==> config.mk <==
export PLATFORM = sky130hd
export DESIGN_NAME = serial_add_ctrl
export DESIGN_NICKNAME = d
export VERILOG_FILES = /design/src/rtl/serial_add_ctrl.sv
export SDC_FILE = /design/constraint.sdc
export NUM_CORES = 1
export LEC_CHECK = 0
export ABC_AREA = 1
export BUFFER_PORTS_ARGS = -buffer_cell sky130_fd_sc_hd__buf_2
export CAP_MARGIN = 20
export CELL_PAD_IN_SITES_DETAIL_PLACEMENT = 0
export CELL_PAD_IN_SITES_GLOBAL_PLACEMENT = 1
export CORE_UTILIZATION = 37
export CTS_CLUSTER_SIZE = 8
export DETAILED_ROUTE_END_ITERATION = 10
export GPL_TIMING_DRIVEN = 0
export PLACE_DENSITY = 0.83
export SYNTH_ARGS = -nofsm -noshare
export SYNTH_HDL_FRONTEND = slang
export SYNTH_SLANG_ARGS = --single-unit
==> constraint.sdc <==
create_clock -name clk -period 1.1 [get_ports clk]
set_input_delay 0.22 -clock clk [delete_from_list [all_inputs] [get_ports clk]]
set_output_delay 0.22 -clock clk [all_outputs]
set_load 0.05 [all_outputs]
==> src/rtl/serial_add_ctrl.sv <==
// Bit-serial adder sequencer: one NAND-only full-add cell time-shared LSB first over WIDTH bits.
// Optional subtract mode is enabled by defining SERADD_SUB_EN (adds the 'sub' input port).
module serial_add_ctrl #(
  parameter int unsigned WIDTH = 8
) (
  input  logic             clk,
  input  logic             rst_n,
  input  logic             start,
  input  logic [WIDTH-1:0] a,
  input  logic [WIDTH-1:0] b,
`ifdef SERADD_SUB_EN
  input  logic             sub,
`endif
  input  logic             cin,
  output logic [WIDTH-1:0] sum,
  output logic             cout,
  output logic             busy,
  output logic             done
);

  localparam int unsigned CNT_W = $clog2(WIDTH + 1);

  typedef enum logic [1:0] {StIdle, StRun, StDone} state_e;

  state_e             state_q;
  logic [WIDTH-1:0]   a_sh_q, b_sh_q, res_sh_q;
  logic [CNT_W-1:0]   cnt_q;
  logic               carry_q;
  logic               b_in, n1, n2, n3, s1, m1, m2, m3, s_bit, c_next;

`ifdef SERADD_SUB_EN
  logic sub_q;
  logic x1, x2, x3;
  // NAND XOR: sub_q=1 inverts the B bit, sub_q=0 passes it through.
  nand u_x1 (x1, b_sh_q[0], sub_q);
  nand u_x2 (x2, b_sh_q[0], x1);
  nand u_x3 (x3, sub_q, x1);
  nand u_x4 (b_in, x2, x3);
`else
  assign b_in = b_sh_q[0];
`endif

  // First half adder: s1 = a ^ b, n1 = ~(a & b).
  nand u_n1 (n1, a_sh_q[0], b_in);
  nand u_n2 (n2, a_sh_q[0], n1);
  nand u_n3 (n3, b_in, n1);
  nand u_n4 (s1, n2, n3);
  // Second half adder: s_bit = s1 ^ c, m1 = ~(s1 & c).
  nand u_m1 (m1, s1, carry_q);
  nand u_m2 (m2, s1, m1);
  nand u_m3 (m3, carry_q, m1);
  nand u_m4 (s_bit, m2, m3);
  // OR of the two half-adder carries, taken from their inverted forms.
  nand u_co (c_next, n1, m1);

  always_ff @(posedge clk or negedge rst_n) begin
    if (!rst_n) begin
      state_q  <= StIdle;
      a_sh_q   <= '0;
      b_sh_q   <= '0;
      res_sh_q <= '0;
      cnt_q    <= '0;
      carry_q  <= 1'b0;
`ifdef SERADD_SUB_EN
      sub_q    <= 1'b0;
`endif
      sum      <= '0;
      cout     <= 1'b0;
      busy     <= 1'b0;
      done     <= 1'b0;
    end else begin
      unique case (state_q)
        StIdle: begin
          if (start) begin
            a_sh_q <= a;
            b_sh_q <= b;
            cnt_q  <= '0;
            busy   <= 1'b1;
`ifdef SERADD_SUB_EN
            sub_q   <= sub;
            carry_q <= sub | cin & ~sub;
`else
            carry_q <= cin;
`endif
            state_q <= StRun;
          end
        end
        StRun: begin
          a_sh_q   <= {1'b0, a_sh_q[WIDTH-1:1]};
          b_sh_q   <= {1'b0, b_sh_q[WIDTH-1:1]};
          res_sh_q <= {s_bit, res_sh_q[WIDTH-1:1]};
          carry_q  <= c_next;
          cnt_q    <= cnt_q + 1'b1;
          if (cnt_q == CNT_W'(WIDTH - 1)) begin
            sum     <= {s_bit, res_sh_q[WIDTH-1:1]};
            cout    <= c_next;
            busy    <= 1'b0;
            done    <= 1'b1;
            state_q <= StDone;
          end
        end
        StDone: begin
          done    <= 1'b0;
          state_q <= StIdle;
        end
        default: state_q <= StIdle;
      endcase
    end
  end

endmodule

# [After elaboration in Yosys (flattened, before gate mapping)]
# Index checks and enable logic that the tools add are counted.
[op_classes] reduce_logical=8 multipliers=0 n_lt_le_gt_ge=0 n_mux=16 div=0 n_addsub=1 eq_ne=5 n_bitwise=18 shifts=0
[op_table] op="case mux 8 bit (2 select lines)" count=2
[op_table] op="two-way mux 8 bit" count=2
[op_table] op="bitwise AND 1 bit" count=9
[op_table] op="NOT 1 bit" count=9
[op_table] op="case mux 4 bit (2 select lines)" count=1
[op_table] op="AND reduction 2 bit" count=4
[op_table] op="case mux 1 bit (2 select lines)" count=3
[op_table] op="adder 4 x 1 -> 4 bit, second input constant" count=1
[op_table] op="equality test 4 x 3 -> 1 bit, second input constant" count=1
[op_table] op="two-way mux 1 bit" count=4
[op_table] op="two-way mux 2 bit" count=2
[op_table] op="two-way mux 4 bit" count=1
[op_table] op="!= test 2 bit, second input constant" count=2
[op_table] op="case mux 2 bit (2 select lines)" count=1
[op_table] op="nonzero test 2 bit" count=2
[op_table] op="AND reduction 3 bit" count=1
[op_table] op="equality test 2 x 1 -> 1 bit, second input constant" count=1
[op_table] op="equality test 2 bit, second input constant" count=1
[op_table] op="zero test 2 bit" count=1
[word_totals] out_inout_bits=11 latch_bits=0 n_memories=0 word_cells=58 mem_bits_ro=0 input_bits=20 ram_bits=0 reg_bits=42

# [Logic depth before layout (Yosys ltp)]
# Gate-level depths: netlist of run 1.
[logic_depth] depth_word=12 mapped_depth=7 ltp_nobuf=6

# [Least setup slack after synthesis of run 1]
# No wires, ideal clock.
[synth_path] kind="reg-to-reg" startpoint="register cnt_q[0]" endpoint="register cout" setup_ps=118 path_buffers=1 t_required_ps=982 setup_slack_ps=-33 synth_period_minus_slack_ps=1133 arrival_ps=1015 path_stages_with_launch=8 cell_sequence="dfrtp_1 -> ha_1 -> nand2_2 -> nor2_4 -> nand2_2 -> buf_6 -> nand2_1 -> nand2_1"
[synth_via] elab_chain_len=2
[synth_rtl] element="from (decl)" line="27" text="logic [CNT_W-1:0] cnt_q;"
[synth_rtl] element="from (signal assigned)" line="93" text="cnt_q <= cnt_q + 1'b1;"
[synth_rtl] element="equality test 4 x 3 -> 1 bit" line="94" text="if (cnt_q == CNT_W'(WIDTH - 1)) begin"
[synth_rtl] element="AND reduction 2 bit (no line)"
[synth_rtl] element="to (signal assigned)" line="96" text="cout <= c_next;"
[synth_rtl] element="to (decl)" line="16" text="output logic cout,"
# Every way passes these cells.
# A chain may end at the register's enable or synchronous reset.

# [Worst setup path in the final report of run 1]
[layout_path] startpoint="register state_q[1]" endpoint="register cnt_q[2]"
[layout_via] elab_chain_len=3 elab_cells_between_ends=6 cone_classes="eq/ne (2); mux (1); reduce/logical (3)"
[layout_rtl] element="from (decl)" line="25" text="state_e state_q;"
[layout_rtl] element="from (signal assigned)" line="58" text="state_q <= StIdle;"
[layout_rtl] element="from (signal assigned)" line="85" text="state_q <= StRun;"
[layout_rtl] element="from (signal assigned)" line="99" text="state_q <= StDone;"
[layout_rtl] element="equality test 2 x 1 -> 1 bit or zero test 2 bit (tied branches)" line="72" text="unique case (state_q)"
[layout_rtl] element="nonzero test 2 bit (no line) or != test 2 bit (tied branches)"
[layout_rtl] element="AND reduction 2 bit (no line)"
# Several ways; a longest one is shown, not always the timed one.

==> metrics.log, run 1 <==
INFO  metric final-max-slew-violation-count = 0
INFO  metric timing_worst_setup_path_type = reg -> reg
INFO  metric fp-row-count = 24
INFO  metric ys_seq_area_share = a little under three fifths
INFO  metric combinational_family_with_the_most_area_after_synthesis = simple AND/OR/NAND/NOR gates
INFO  metric top_level_ports = 31
INFO  metric cts_root_buf = sky130_fd_sc_hd__clkbuf_8
INFO  metric synth_compound_area_share = ~2.8%
INFO  metric clk_transition_reported_paths = 0.07 ns
INFO  metric syn_nets = 220
INFO  metric yosys_register_bits = just over 40
INFO  metric cts_tree = built
INFO  metric dpl-instance-area = between 1500 and 2000 µm²
INFO  metric detailedPlacementHpwl = around 2.4 mm
INFO  metric antenna_cells = 0
INFO  metric via_count = roughly 1500
INFO  metric timing.critical_path.slowest_cell_delay = about 0.43 ns
INFO  metric reg2reg_slack = -0.08 ns
INFO  metric fillers = 340
INFO  metric p_leak = around 1.5 nW
INFO  metric status = complete, but fails checks
INFO  metric drt_iter0_markers = between 60 and 70
INFO  metric layout.cells.most_common = sky130_fd_sc_hd__nand2_1
INFO  metric finalNetCount = 281
INFO  metric worst_hold_path_type = in -> async
INFO  metric timing.hold.ws = 0.0508 ns
INFO  metric regArea = 1030 µm²
INFO  metric setup.worst_path.end = cnt_q[2]$_DFFE_PN0P_
INFO  metric drt.antenna.violating_nets = 0
INFO  metric postLayoutSetupSlackWorst = -0.0771 ns
INFO  metric yosys_warnings = 0
INFO  metric tritoncts.num_buffers = 5
INFO  metric netlist_instances = between 150 and 200
INFO  metric drv_cap = 0
INFO  metric globalplace.congestion = just under 0.8
INFO  metric die-height = just over 70 µm
INFO  metric r2r.worst_path.cells = 6
INFO  metric final_period_minus_worst_setup_slack = 1.18 ns
INFO  metric synth_cell_type_count = 19
INFO  metric clockBufferDepth = 2
INFO  metric drc = 2
INFO  metric syn2layout_area_growth = 60.8%
INFO  metric antenna_found_initial = 0
INFO  metric wirelength = 4.56 mm
INFO  metric gr-usage-all-layers = between 10% and 20%
INFO  metric clkSinkCount = 41
INFO  metric worst_slew_pin_slew = 0.893 ns
INFO  metric layout-drive-gt1-share = 55.2%
INFO  metric worstSetupEndpointType = register
INFO  metric layout.cells.most_common_list = sky130_fd_sc_hd__nand2_1, sky130_fd_sc_hd__dfrtp_1, sky130_fd_sc_hd__nand3_2
INFO  metric firstDrtPassIters = 7
INFO  metric cpLargestDelayFamily = flip-flops
INFO  metric h-tree-depth = 2
INFO  metric crit_chain = inv_4 > buf_12 > nand2_8 > buf_8 > nand3_1 > o21ai_1
INFO  metric synthesis.area_per_instance = roughly 9 µm²
INFO  metric rsz0062_at_grt = true
INFO  metric fp.coreArea = about 4500 µm²
INFO  metric multiInputGateArea = 998 µm²
INFO  metric yosys.area_share.xor_xnor = 0%
INFO  metric worstPathBufferInverterCount = 3
INFO  metric wire_per_inst = roughly 15 µm
INFO  metric number_of_buffers_added_on_ports = 30
INFO  metric timing.critical_path.fanout_max = 5
INFO  metric timing.final.setup_violations = 35
INFO  metric slowest_stage = sky130_fd_sc_hd__dfrtp_1
INFO  metric detail_route.vias_per_cell = a little under 5
INFO  metric grt_pass1_vias = ~1300
INFO  metric levels_on_crit_path = 6
INFO  metric largest_net_degree_at_the_start_of_global_routing = 42
INFO  metric post_synth_and_or_nand_nor_area_fraction = about a third
INFO  metric r2r-start = state_q[1]$_DFFE_PN0P_
INFO  metric netlist_area = 1780 µm²
INFO  metric die_w = between 70 and 80 µm
INFO  metric worstPathRequired = approximately 1.3 ns
INFO  metric max-slew-margin-rel = between 40 and 50%
INFO  metric post_synth_fa_ha_maj_area_fraction = about 1.8%
INFO  metric grt_overflow = 0
INFO  metric pwr_density_cell = between 2000 and 3000 nW/µm²
INFO  metric timing_hold_violations_final = 0
INFO  metric full_die_area = 5100 µm²
INFO  metric rr_endpoint = cnt_q[2]$_DFFE_PN0P_
INFO  metric postLayoutCellArea = 2870 µm²
INFO  metric cp_data_arrival_time = around 1.4 ns
INFO  metric grt_pass1_wl = 6.34 mm
INFO  metric initial_core_util = 39.6%
INFO  metric final.period_utilization = 107%
INFO  metric ir_drop = about 1.2 mV
INFO  metric max_freq = 850 MHz
INFO  metric insertion_delay = between 0.2 and 0.3 ns
INFO  metric worst_setup_path_start_kind = register
INFO  metric clock_skew = 0.00127 ns
INFO  metric worstSetupStartpoint = state_q[1]$_DFFE_PN0P_
INFO  metric violations = DRC, setup timing
INFO  metric synthMuxAreaShare = 0%
-- worst reg2reg max path: cells and delay by family, from the launching register on --
family	cells	cell delay, ns
buffers and inverters	3	0.39
DFF	1	0.43
AOI/OAI and AO/OA	1	0.08
and+or+nand+nor	2	0.15
-- routing by layer --
layer | GRT usage, % | routed length (µm) | part of all wire (%) | up-vias
met4 | 8.67 | 103 | 2.3 | 0
met1 | 22.4 | 1930 | 42 | 726
li1 | - | - | - | 768
met2 | 25.2 | 2350 | 52 | 34
met5 | 0 | 0 | 0 | -
met3 | 3.09 | 174 | 3.8 | 9
-- sequential cells by signal, indices dropped and copies added (netlist names) --
signal,cells
a_sh_q,8
b_sh_q,8
sum,8
res_sh_q,7
cnt_q,4
state_q,2
busy,1
carry_q,1
cout,1
done,1
-- stage by stage --
step | total power, mW | setup slack [ns] | utilization (%) | setup TNS, ns | instances
after floorplan | 4.53 | -0.0252 | - | -0.197 | 198
after global placement | 5.14 | -0.112 | 44.4 | -1.18 | 280
after detailed placement | 5.18 | -0.106 | 44.4 | -1.32 | 280
after CTS | 6.55 | -0.0554 | 49.0 | -0.444 | 293
after global routing | 8.94 | -0.142 | 63.6 | -3.75 | 311
final | 8.41 | -0.0771 | 63.6 | -1.78 | 311
-- cell families (layout without fill, tap and decap cells) --
family	Yosys count	count (layout)
adders and majority gates	2	2
and+or+nand+nor	127	129
AOI/OAI and AO/OA	10	10
DFF	41	41
buffers and inverters	18	77
-- layout make-up --
| type | count | share of cell area, % |
|---|---|---|
| Timing Repair inverter | 1 | 0.393 |
| Timing Repair Buffer | 51 | 17.6 |
| Clock buffer | 7 | 3.01 |
| Tap cell | 52 | 2.27 |
| Multi-Input combinational cell | 141 | 34.8 |
| Sequential cell | 41 | 35.9 |
| Inverter | 9 | 1.79 |
| Buffer | 9 | 4.19 |
-- power breakdown --
group          internal (mW)  switching (mW)  leakage [nW]  total, mW
sequential              2.15           0.592         0.516       2.75
combinational           2.17            2.51         0.917       4.68
clock                  0.497           0.485        0.0443      0.982
total                   4.83            3.58          1.48       8.41
-- worst min path at each step --
stage | to | slack [ns] | depth (start not counted)
6_report | sum[3]$_DFFE_PN0P_ | 0.05 | 1
5_1_grt | res_sh_q[5]$_DFFE_PN0P_ | 0.13 | 1
4_1_cts | sum[3]$_DFFE_PN0P_ | 0.09 | 1
3_5_place_dp | sum[3]$_DFFE_PN0P_ | 0.41 | 1
3_3_place_gp | res_sh_q[4]$_DFFE_PN0P_ | 0.40 | 1
2_1_floorplan | a_sh_q[0]$_DFFE_PN0P_ | -0.08 | 0
-- cell usage after synthesis --
library cell | instances | area share [%]
sky130_fd_sc_hd__nor2_1 | 2 | 0.42
sky130_fd_sc_hd__nand2_4 | 1 | 0.63
sky130_fd_sc_hd__fa_1 | 1 | 1.1
sky130_fd_sc_hd__buf_2 | 5 | 1.4
sky130_fd_sc_hd__o21ai_1 | 1 | 0.28
sky130_fd_sc_hd__nand2_2 | 4 | 1.4
sky130_fd_sc_hd__inv_2 | 2 | 0.42
sky130_fd_sc_hd__inv_4 | 1 | 0.35
sky130_fd_sc_hd__nand4_1 | 1 | 0.35
sky130_fd_sc_hd__nand3_1 | 37 | 10
sky130_fd_sc_hd__nand2_1 | 78 | 16
sky130_fd_sc_hd__buf_6 | 3 | 1.9
sky130_fd_sc_hd__ha_1 | 1 | 0.70
sky130_fd_sc_hd__inv_1 | 6 | 1.3
sky130_fd_sc_hd__dfrtp_1 | 41 | 58
sky130_fd_sc_hd__nor2_4 | 2 | 1.3
sky130_fd_sc_hd__buf_4 | 1 | 0.42
sky130_fd_sc_hd__nand3_2 | 2 | 1.1
sky130_fd_sc_hd__o21ai_0 | 9 | 2.5
-- repair_timing --
item	CTS	global route
pin swaps	6	19
gates cloned	2	7
buffers inserted	4	11
gates resized for setup	24	111
setup endpoints to repair	35	44
hold buffers	0	0
Power figures use the tool's default switching activity.
==> run 2: changes to the inputs <==
--- a/config.mk
+++ b/config.mk
@@ -10,11 +10,11 @@
 export CAP_MARGIN = 20
 export CELL_PAD_IN_SITES_DETAIL_PLACEMENT = 0
 export CELL_PAD_IN_SITES_GLOBAL_PLACEMENT = 1
-export CORE_UTILIZATION = 37
+export CORE_UTILIZATION = 41
 export CTS_CLUSTER_SIZE = 8
 export DETAILED_ROUTE_END_ITERATION = 10
 export GPL_TIMING_DRIVEN = 0
-export PLACE_DENSITY = 0.83
+export PLACE_DENSITY = 0.87
 export SYNTH_ARGS = -nofsm -noshare
 export SYNTH_HDL_FRONTEND = slang
 export SYNTH_SLANG_ARGS = --single-unit
==> constraint.sdc (replaced) <==
create_clock -name clk -period 1.2 [get_ports clk]
set_input_delay 0.24 -clock clk [delete_from_list [all_inputs] [get_ports clk]]
set_output_delay 0.24 -clock clk [all_outputs]
set_load 0.05 [all_outputs]
==> run 2 against run 1 <==
  * Clock power fell by 8.7%
  * Setup slack improved by 0.11 ns
  * Global-route usage rose by 1.5 points
  * The flow now finishes without violations
==> metrics.log, run 2 (synthesis gave the netlist of run 1 again) <==
INFO  metric status = complete, no violations
INFO  metric layout.cells.most_common = sky130_fd_sc_hd__nand2_1
INFO  metric p_leak = 1.14 nW (-23%)
INFO  metric antenna_cells = 0 (unchanged)
INFO  metric worstSetupStartpoint = a_sh_q[0]$_DFFE_PN0P_
INFO  metric gr-usage-all-layers = 18.0% (+1.5 points)
INFO  metric drt.antenna.violating_nets = 0 (unchanged)
INFO  metric layout-drive-gt1-share = 30.0% (-25 points)
INFO  metric tritoncts.num_buffers = 5 (unchanged)
INFO  metric antenna_found_initial = 0 (unchanged)
INFO  metric drc = 0 (-2)
INFO  metric clk_transition_reported_paths = 0.07 ns (about the same)
INFO  metric fillers = 408 (+20%)
INFO  metric most_prevalent_standard_cell_on_the_critical_path = sky130_fd_sc_hd__nand2_1
INFO  metric final_period_minus_worst_setup_slack = 1.16 ns (-0.0145 ns)
INFO  metric timing_hold_violations_final = 0 (unchanged)
INFO  metric wire_per_inst = 12.2 µm (-17%)
INFO  metric slowest_stage = sky130_fd_sc_hd__fa_1
INFO  metric max_freq = 860 MHz (+1.2%)
INFO  metric placed_cells_incl_taps = 278 (-0.71%)
INFO  metric timing.critical_path.fanout_max = 2 (-3)
INFO  metric fp.coreArea = 4090 µm² (-9.3%)
INFO  metric via_count = 1418 (-7.7%)
INFO  metric grt_pass1_vias = 1334 (-1.1%)
INFO  metric crit_chain = fa_1 > nand2_1 > nand2_1
INFO  metric wirelength = 3.53 mm (-23%)
INFO  metric top_level_ports = 31 (unchanged)
INFO  metric full_die_area = 4610 µm² (-9.5%)
INFO  metric largest_net_degree_at_the_start_of_global_routing = 42 (unchanged)
INFO  metric drt_iter0_markers = 104 (+63%)
INFO  metric timing_worst_setup_path_type = reg -> reg
INFO  metric worstPathRequired = 1.43 ns (+0.15 ns)
INFO  metric worst_setup_path_start_kind = register
INFO  metric insertion_delay = 0.29 ns (about the same)
INFO  metric finish.utilization = 53.3% (-10 points)
INFO  metric worst_hold_path_type = in -> async
INFO  metric clkSinkCount = 41 (unchanged)
INFO  metric die-height = 67.9 µm (-4.9%)
INFO  metric rsz0062_at_grt = true
INFO  metric cpLargestDelayFamily = adder cells
INFO  metric clockBufferDepth = 2 (unchanged)
INFO  metric postLayoutSetupSlackWorst = 0.0374 ns (+0.115 ns)
INFO  metric finalNonFillerCells = 290 (-6.8%)
INFO  metric cts_root_buf = sky130_fd_sc_hd__clkbuf_8
INFO  metric max-slew-margin-rel = 40.3% (-0.12 points)
INFO  metric initial_core_util = 43.6% (+4.0 points)
INFO  metric worstPathBufferInverterCount = 0 (-3)
INFO  metric worstSetupEndpointType = register
INFO  metric design_power_total = 5.85 mW (-30%)
INFO  metric timing.final.setup_violations = 0 (-100%)
INFO  metric grt_pass1_wl = 5.95 mm (-6.2%)
INFO  metric finalNetCount = 262 (-6.8%)
INFO  metric cp_data_arrival_time = 1.39 ns (+0.04 ns)
INFO  metric cts_tree = built
INFO  metric syn2layout_area_growth = 22.3%
INFO  metric layout.cells.most_common_list = sky130_fd_sc_hd__nand2_1, sky130_fd_sc_hd__dfrtp_1, sky130_fd_sc_hd__nand3_1
INFO  metric detail_route.vias_per_cell = 4.89 (-1.1%)
INFO  metric firstDrtPassIters = 4 (-3)
INFO  metric fp-row-count = 23 (-4.2%)
INFO  metric detailedPlacementHpwl = 2.29 mm (-3.5%)
INFO  metric grt_overflow = 0 (unchanged)
INFO  metric pre_cts_ws = -0.0252 ns (+0.0806 ns)
INFO  metric pwr_density_cell = 2680 nW/µm² (-8.6%)
INFO  metric die_w = 67.9 µm (-4.9%)
INFO  metric worst_slew_pin_slew = 0.895 ns (+0.00176 ns)
INFO  metric biggestRegsByFlops = a_sh_q (8), b_sh_q (8), sum (8)
INFO  metric ir_drop = 1.03 mV (-10%)
INFO  metric h-tree-depth = 2 (unchanged)
INFO  metric r2r-start = a_sh_q[0]$_DFFE_PN0P_
INFO  metric timing.critical_path.slowest_cell_delay = 0.57 ns (+0.14 ns)
INFO  metric clock_skew = 0.00263 ns (+0.00136 ns)
INFO  metric final-max-slew-violation-count = 0 (unchanged)
INFO  metric globalplace.congestion = 0.725 (-8.0%)
INFO  metric number_of_buffers_added_on_ports = 30 (unchanged)
INFO  metric drv_cap = 0 (unchanged)
INFO  metric final.period_utilization = 96.9% (-10 points)
[run 2: power breakdown]
part	total (mW)	internal [mW]	switching, mW
logic	2.59	0.904	1.69
clock network	0.897	0.456	0.441
registers	2.36	1.97	0.392
[run 2: cell type report]
| type | instances | area [µm²] | share of cell area, % |
|---|---|---|---|
| Tap cell | 50 | 62.6 | 2.87 |
| Timing Repair Buffer | 35 | 204 | 9.36 |
| Clock buffer | 7 | 86.3 | 3.96 |
| Multi-Input combinational cell | 139 | 696 | 31.9 |
| Inverter | 9 | 38.8 | 1.78 |
| Sequential cell | 41 | 1030 | 47.1 |
| Buffer | 9 | 66.3 | 3.04 |
[run 2: stage by stage]
stage               hold WS [ns]  instance area, µm²  setup TNS [ns]
finish                    0.0760                2180               0
global route               0.143                2180          -0.212
CTS                        0.117                2100               0
detailed placement         0.425                1990          -0.125
global placement           0.429                1990          -0.171
floorplan                -0.0556                1780               0
[run 2: per-layer routing]
layer / track usage, % / vias to the layer above / routed length, µm
li1: - / 723 / -
met1: 23.9 / 662 / 1690
met2: 27.3 / 28 / 1630
met3: 5.50 / 5 / 147
met4: 7.03 / 0 / 62
met5: 0 / - / 0
[run 2: final timing paths]
kind | endpoint | slack, ns | cells after the start
max in group asynchronous | b_sh_q[3]$_DFFE_PN0P_ | 0.57 | 1
setup reg to reg | sum[7]$_DFFE_PN0P_ | 0.04 | 3
hold reg to reg | sum[4]$_DFFE_PN0P_ | 0.47 | 2
setup / recovery | sum[7]$_DFFE_PN0P_ | 0.04 | 3
min in group clk | b_sh_q[7]$_DFFE_PN0P_ | 0.14 | 3
hold / removal | sum[3]$_DFFE_PN0P_ | 0.08 | 1
[run 2: what timing repair did]
action	CTS	global route
buffers inserted	2	2
cloned	0	1
resized for setup	1	21
hold buffers	0	0
pin swaps	0	11
endpoints found under the setup margin	9	20
==> run 3: changes to the inputs <==
--- a/config.mk
+++ b/config.mk
@@ -10,11 +10,10 @@
 export CAP_MARGIN = 20
 export CELL_PAD_IN_SITES_DETAIL_PLACEMENT = 0
 export CELL_PAD_IN_SITES_GLOBAL_PLACEMENT = 1
-export CORE_UTILIZATION = 41
+export CORE_UTILIZATION = 35
 export CTS_CLUSTER_SIZE = 8
 export DETAILED_ROUTE_END_ITERATION = 10
-export GPL_TIMING_DRIVEN = 0
-export PLACE_DENSITY = 0.87
+export PLACE_DENSITY = 0.77
 export SYNTH_ARGS = -nofsm -noshare
 export SYNTH_HDL_FRONTEND = slang
 export SYNTH_SLANG_ARGS = --single-unit
==> run 3 against run 2 <==
  * Setup slack better by 0.0055 ns
  * Sequential share of layout area fell by 0.30 points
  * Non-clock buffer count fell by 1
  * Clock skew is 0.0028 ns higher
  * Core utilization down 7.8 points
==> metrics.log, run 3 (synthesis gave the netlist of run 1 again) <==
INFO  metric worst_setup_path_start_kind = register
INFO  metric cts_tree = built
INFO  metric drt_iter0_markers = 100 (-3.8%)
INFO  metric max-slew-margin-rel = 83.3% (+43 points)
INFO  metric wl_met2 = 1.62 mm (-0.25%)
INFO  metric timing.critical_path.slowest_cell_delay = 0.36 ns (-0.21 ns)
INFO  metric detailedPlacementHpwl = 2.32 mm (+1.4%)
INFO  metric firstDrtPassIters = 4 (unchanged)
INFO  metric final.period_utilization = 96.4% (-0.46 points)
INFO  metric min_delay_path_depth = 3
INFO  metric rr_endpoint = sum[7]$_DFFE_PN0P_
INFO  metric initial_core_util = 37.0% (-6.6 points)
INFO  metric layout.cells.most_common = sky130_fd_sc_hd__nand2_1
INFO  metric cp_data_arrival_time = 0.92 ns (-0.47 ns)
INFO  metric tritoncts.num_buffers = 5 (unchanged)
INFO  metric timing.critical_path.fanout_max = 2 (unchanged)
INFO  metric final_period_minus_worst_setup_slack = 1.16 ns (-0.00548 ns)
INFO  metric placed_cells_incl_taps = 295 (+6.1%)
INFO  metric reg2reg_slack = 0.06 ns (+0.02 ns)
INFO  metric die-height = 73.4 µm (+8.0%)
INFO  metric antenna_found_initial = 0 (unchanged)
INFO  metric postLayoutSetupSlackWorst = 0.0429 ns (+0.00548 ns)
INFO  metric pwr-share-clk = 15.0% (-0.3 points)
INFO  metric fp-row-count = 25 (+8.7%)
INFO  metric maxUsedRoutingLayer = met4
INFO  metric drc = 0 (unchanged)
INFO  metric share_seq_of_total_power = 40.3% (about the same)
INFO  metric layout-drive-gt1-share = 26.6% (-3.4 points)
INFO  metric detail_route.vias_per_cell = 4.52 (-7.5%)
INFO  metric clkSinkCount = 41 (unchanged)
INFO  metric worstSetupEndpointType = output pin
INFO  metric full_die_area = 5380 µm² (+17%)
INFO  metric fp.coreArea = 4820 µm² (+18%)
INFO  metric cts_root_buf = sky130_fd_sc_hd__clkbuf_8
INFO  metric net_switching_power_figure = 2.55 mW (+1.2%)
INFO  metric drt.antenna.violating_nets = 0 (unchanged)
INFO  metric clock_skew = 0.00543 ns (+0.00280 ns)
INFO  metric status = complete, no violations
INFO  metric drv_cap = 0 (unchanged)
INFO  metric worst_hold_path_type = in -> reg
INFO  metric worst_slew_pin_slew = 0.252 ns (-0.643 ns)
INFO  metric p_sw_share = 44.0% (+0.92 points)
INFO  metric finalNetCount = 262 (unchanged)
INFO  metric top_level_ports = 31 (unchanged)
INFO  metric wire_per_inst = 11.6 µm (-5.0%)
INFO  metric p_leak = 1.13 nW (-0.41%)
INFO  metric via_count = 1393 (-1.8%)
INFO  metric number_of_buffers_added_on_ports = 30 (unchanged)
INFO  metric layout.cells.most_common_list = sky130_fd_sc_hd__nand2_1, sky130_fd_sc_hd__dfrtp_1, sky130_fd_sc_hd__nand3_1
INFO  metric slowest_stage = sky130_fd_sc_hd__dfrtp_1
INFO  metric grt_pass1_vias = 1337 (+0.22%)
INFO  metric antenna_cells = 0 (unchanged)
INFO  metric finalNonFillerCells = 308 (+6.2%)
INFO  metric pre_cts_ws = 0.0262 ns (+0.0514 ns)
INFO  metric wirelength = 3.56 mm (+0.94%)
INFO  metric final-max-slew-violation-count = 0 (unchanged)
INFO  metric ir_drop = 0.769 mV (-25%)
INFO  metric r2r-start = a_sh_q[0]$_DFFE_PN0P_
INFO  metric fillers = 523 (+28%)
INFO  metric met3RoutedLength = 142 µm (-3.4%)
INFO  metric power_frac_comb = 44.6% (+0.3 points)
INFO  metric gr-usage-all-layers = 14.8% (-3.1 points)
INFO  metric insertion_delay = 0.29 ns (about the same)
INFO  metric r2r.worst_path.cells = 3 (unchanged)
INFO  metric h-tree-depth = 2 (unchanged)
INFO  metric timing_hold_violations_final = 0 (unchanged)
INFO  metric pwr_density_cell = 2640 nW/µm² (-1.5%)
INFO  metric tns = 0 ns (unchanged)
INFO  metric max_freq = 864 MHz (+0.47%)
INFO  metric internal-power = 3.25 mW (-2.5%)
INFO  metric timing.final.setup_violations = 0 (unchanged)
INFO  metric rsz0062_at_grt = false
INFO  metric biggestRegsByFlops = a_sh_q (8), b_sh_q (8), sum (8)
INFO  metric grt_overflow = 0 (unchanged)
INFO  metric worstPathRequired = 0.96 ns (-0.47 ns)
INFO  metric length_of_routed_wiring_on_met1 = 1.73 mm (+2.4%)
INFO  metric clk_transition_reported_paths = 0.08 ns (about the same)
INFO  metric globalplace.congestion = 0.729 (+0.57%)
INFO  metric cpLargestDelayFamily = flip-flops
INFO  metric grt_pass1_wl = 6.03 mm (+1.4%)
INFO  metric timing_worst_setup_path_type = reg -> out
INFO  metric whs_endpoint = b_sh_q[7]$_DFFE_PN0P_
INFO  metric die_w = 73.4 µm (+8.0%)
INFO  metric crit_chain = buf_2
INFO  metric syn2layout_area_growth = 23.1%
INFO  metric worstPathBufferInverterCount = 1 (+1)
INFO  metric largest_net_degree_at_the_start_of_global_routing = 42 (unchanged)
INFO  metric clockBufferDepth = 2 (unchanged)
INFO  metric timing.hold.worst.start = b[7]
-- run 3: cell count changes in the layout (fill, tap and decap cells not counted), moves of 2 or more --
| cell | change |
|---|---|
| sky130_fd_sc_hd__clkbuf_4 | -4 |
| sky130_fd_sc_hd__clkinv_2 | +2 |
| sky130_fd_sc_hd__nand2_1 | +8 |
| sky130_fd_sc_hd__buf_4 | +5 |
| sky130_fd_sc_hd__nand2_2 | -7 |
| sky130_fd_sc_hd__buf_6 | -3 |
| sky130_fd_sc_hd__nand2_4 | -2 |
| sky130_fd_sc_hd__inv_4 | -2 |
-- run 3: worst max-delay path by stage --
| stage | end | slack [ns] | depth (start not counted) | start |
|---|---|---|---|---|
| floorplan | cout$_DFFE_PN0P_ | 0.07 | 7 | cnt_q[0]$_DFFE_PN0P_ |
| global placement | sum[3]$_DFFE_PN0P_ | 0.06 | 6 | state_q[1]$_DFFE_PN0P_ |
| detailed placement | b_sh_q[6]$_DFFE_PN0P_ | 0.03 | 5 | state_q[0]$_DFFE_PN0P_ |
| CTS | b_sh_q[6]$_DFFE_PN0P_ | 0.004 | 5 | state_q[0]$_DFFE_PN0P_ |
| global route | sum[7]$_DFFE_PN0P_ | 0.003 | 6 | cnt_q[0]$_DFFE_PN0P_ |
| finish | sum[4] | 0.04 | 1 | sum[4]$_DFFE_PN0P_ |
-- run 3: worst reg2reg max path, stage by stage, from the launching register on --
cell and delay, ns:
sky130_fd_sc_hd__dfrtp_1 0.40, sky130_fd_sc_hd__fa_1 0.56, sky130_fd_sc_hd__nand2_1 0.06, sky130_fd_sc_hd__nand2_1 0.06
-- run 3: metal layers --
| layer | up-vias | track usage (%) |
|---|---|---|
| li1 | 723 | - |
| met1 | 640 | 19.3 |
| met2 | 25 | 23.6 |
| met3 | 5 | 4.12 |
| met4 | 0 | 5.77 |
| met5 | - | 0 |
-- run 3: timing repair --
action	4_1_cts	5_1_grt
endpoints found under the setup margin	0	28
hold buffers	1	0
gates resized for setup	0	12
buffers inserted	0	3
hold endpoints to repair	41	0
-- run 3: per-stage QoR --
stage	util (%)	instance area [µm²]	power, mW	hold slack (ns)
after floorplan	-	1780	4.14	-0.0556
after global placement	42.1	2030	4.75	0.230
after detailed placement	42.1	2030	4.79	0.228
after CTS	44.1	2120	5.68	0.131
after global routing	45.5	2190	6.23	0.142
final	45.5	2190	5.80	0.136
-- run 3: cell type report --
class | instances | area [µm²] | area share (%)
clock inverter | 2 | 10.0 | 0.456
sequential | 41 | 1030 | 46.8
timing repair buffer | 43 | 269 | 12.3
tap | 67 | 83.8 | 3.82
clock buffer | 6 | 72.6 | 3.31
multi-input combinational | 140 | 686 | 31.3
inverter | 9 | 46.3 | 2.11
-- run 3: power groups by stage --
| stage | Clock, mW | Combinational, mW | Sequential (mW) |
|---|---|---|---|
| floorplan | 0 | 1.25 | 2.90 |
| global placement | 0 | 2.41 | 2.34 |
| finish | 0.872 | 2.59 | 2.34 |
| global route | 0.949 | 2.87 | 2.41 |
| CTS | 0.900 | 2.46 | 2.32 |
| detailed placement | 0 | 2.45 | 2.35 |
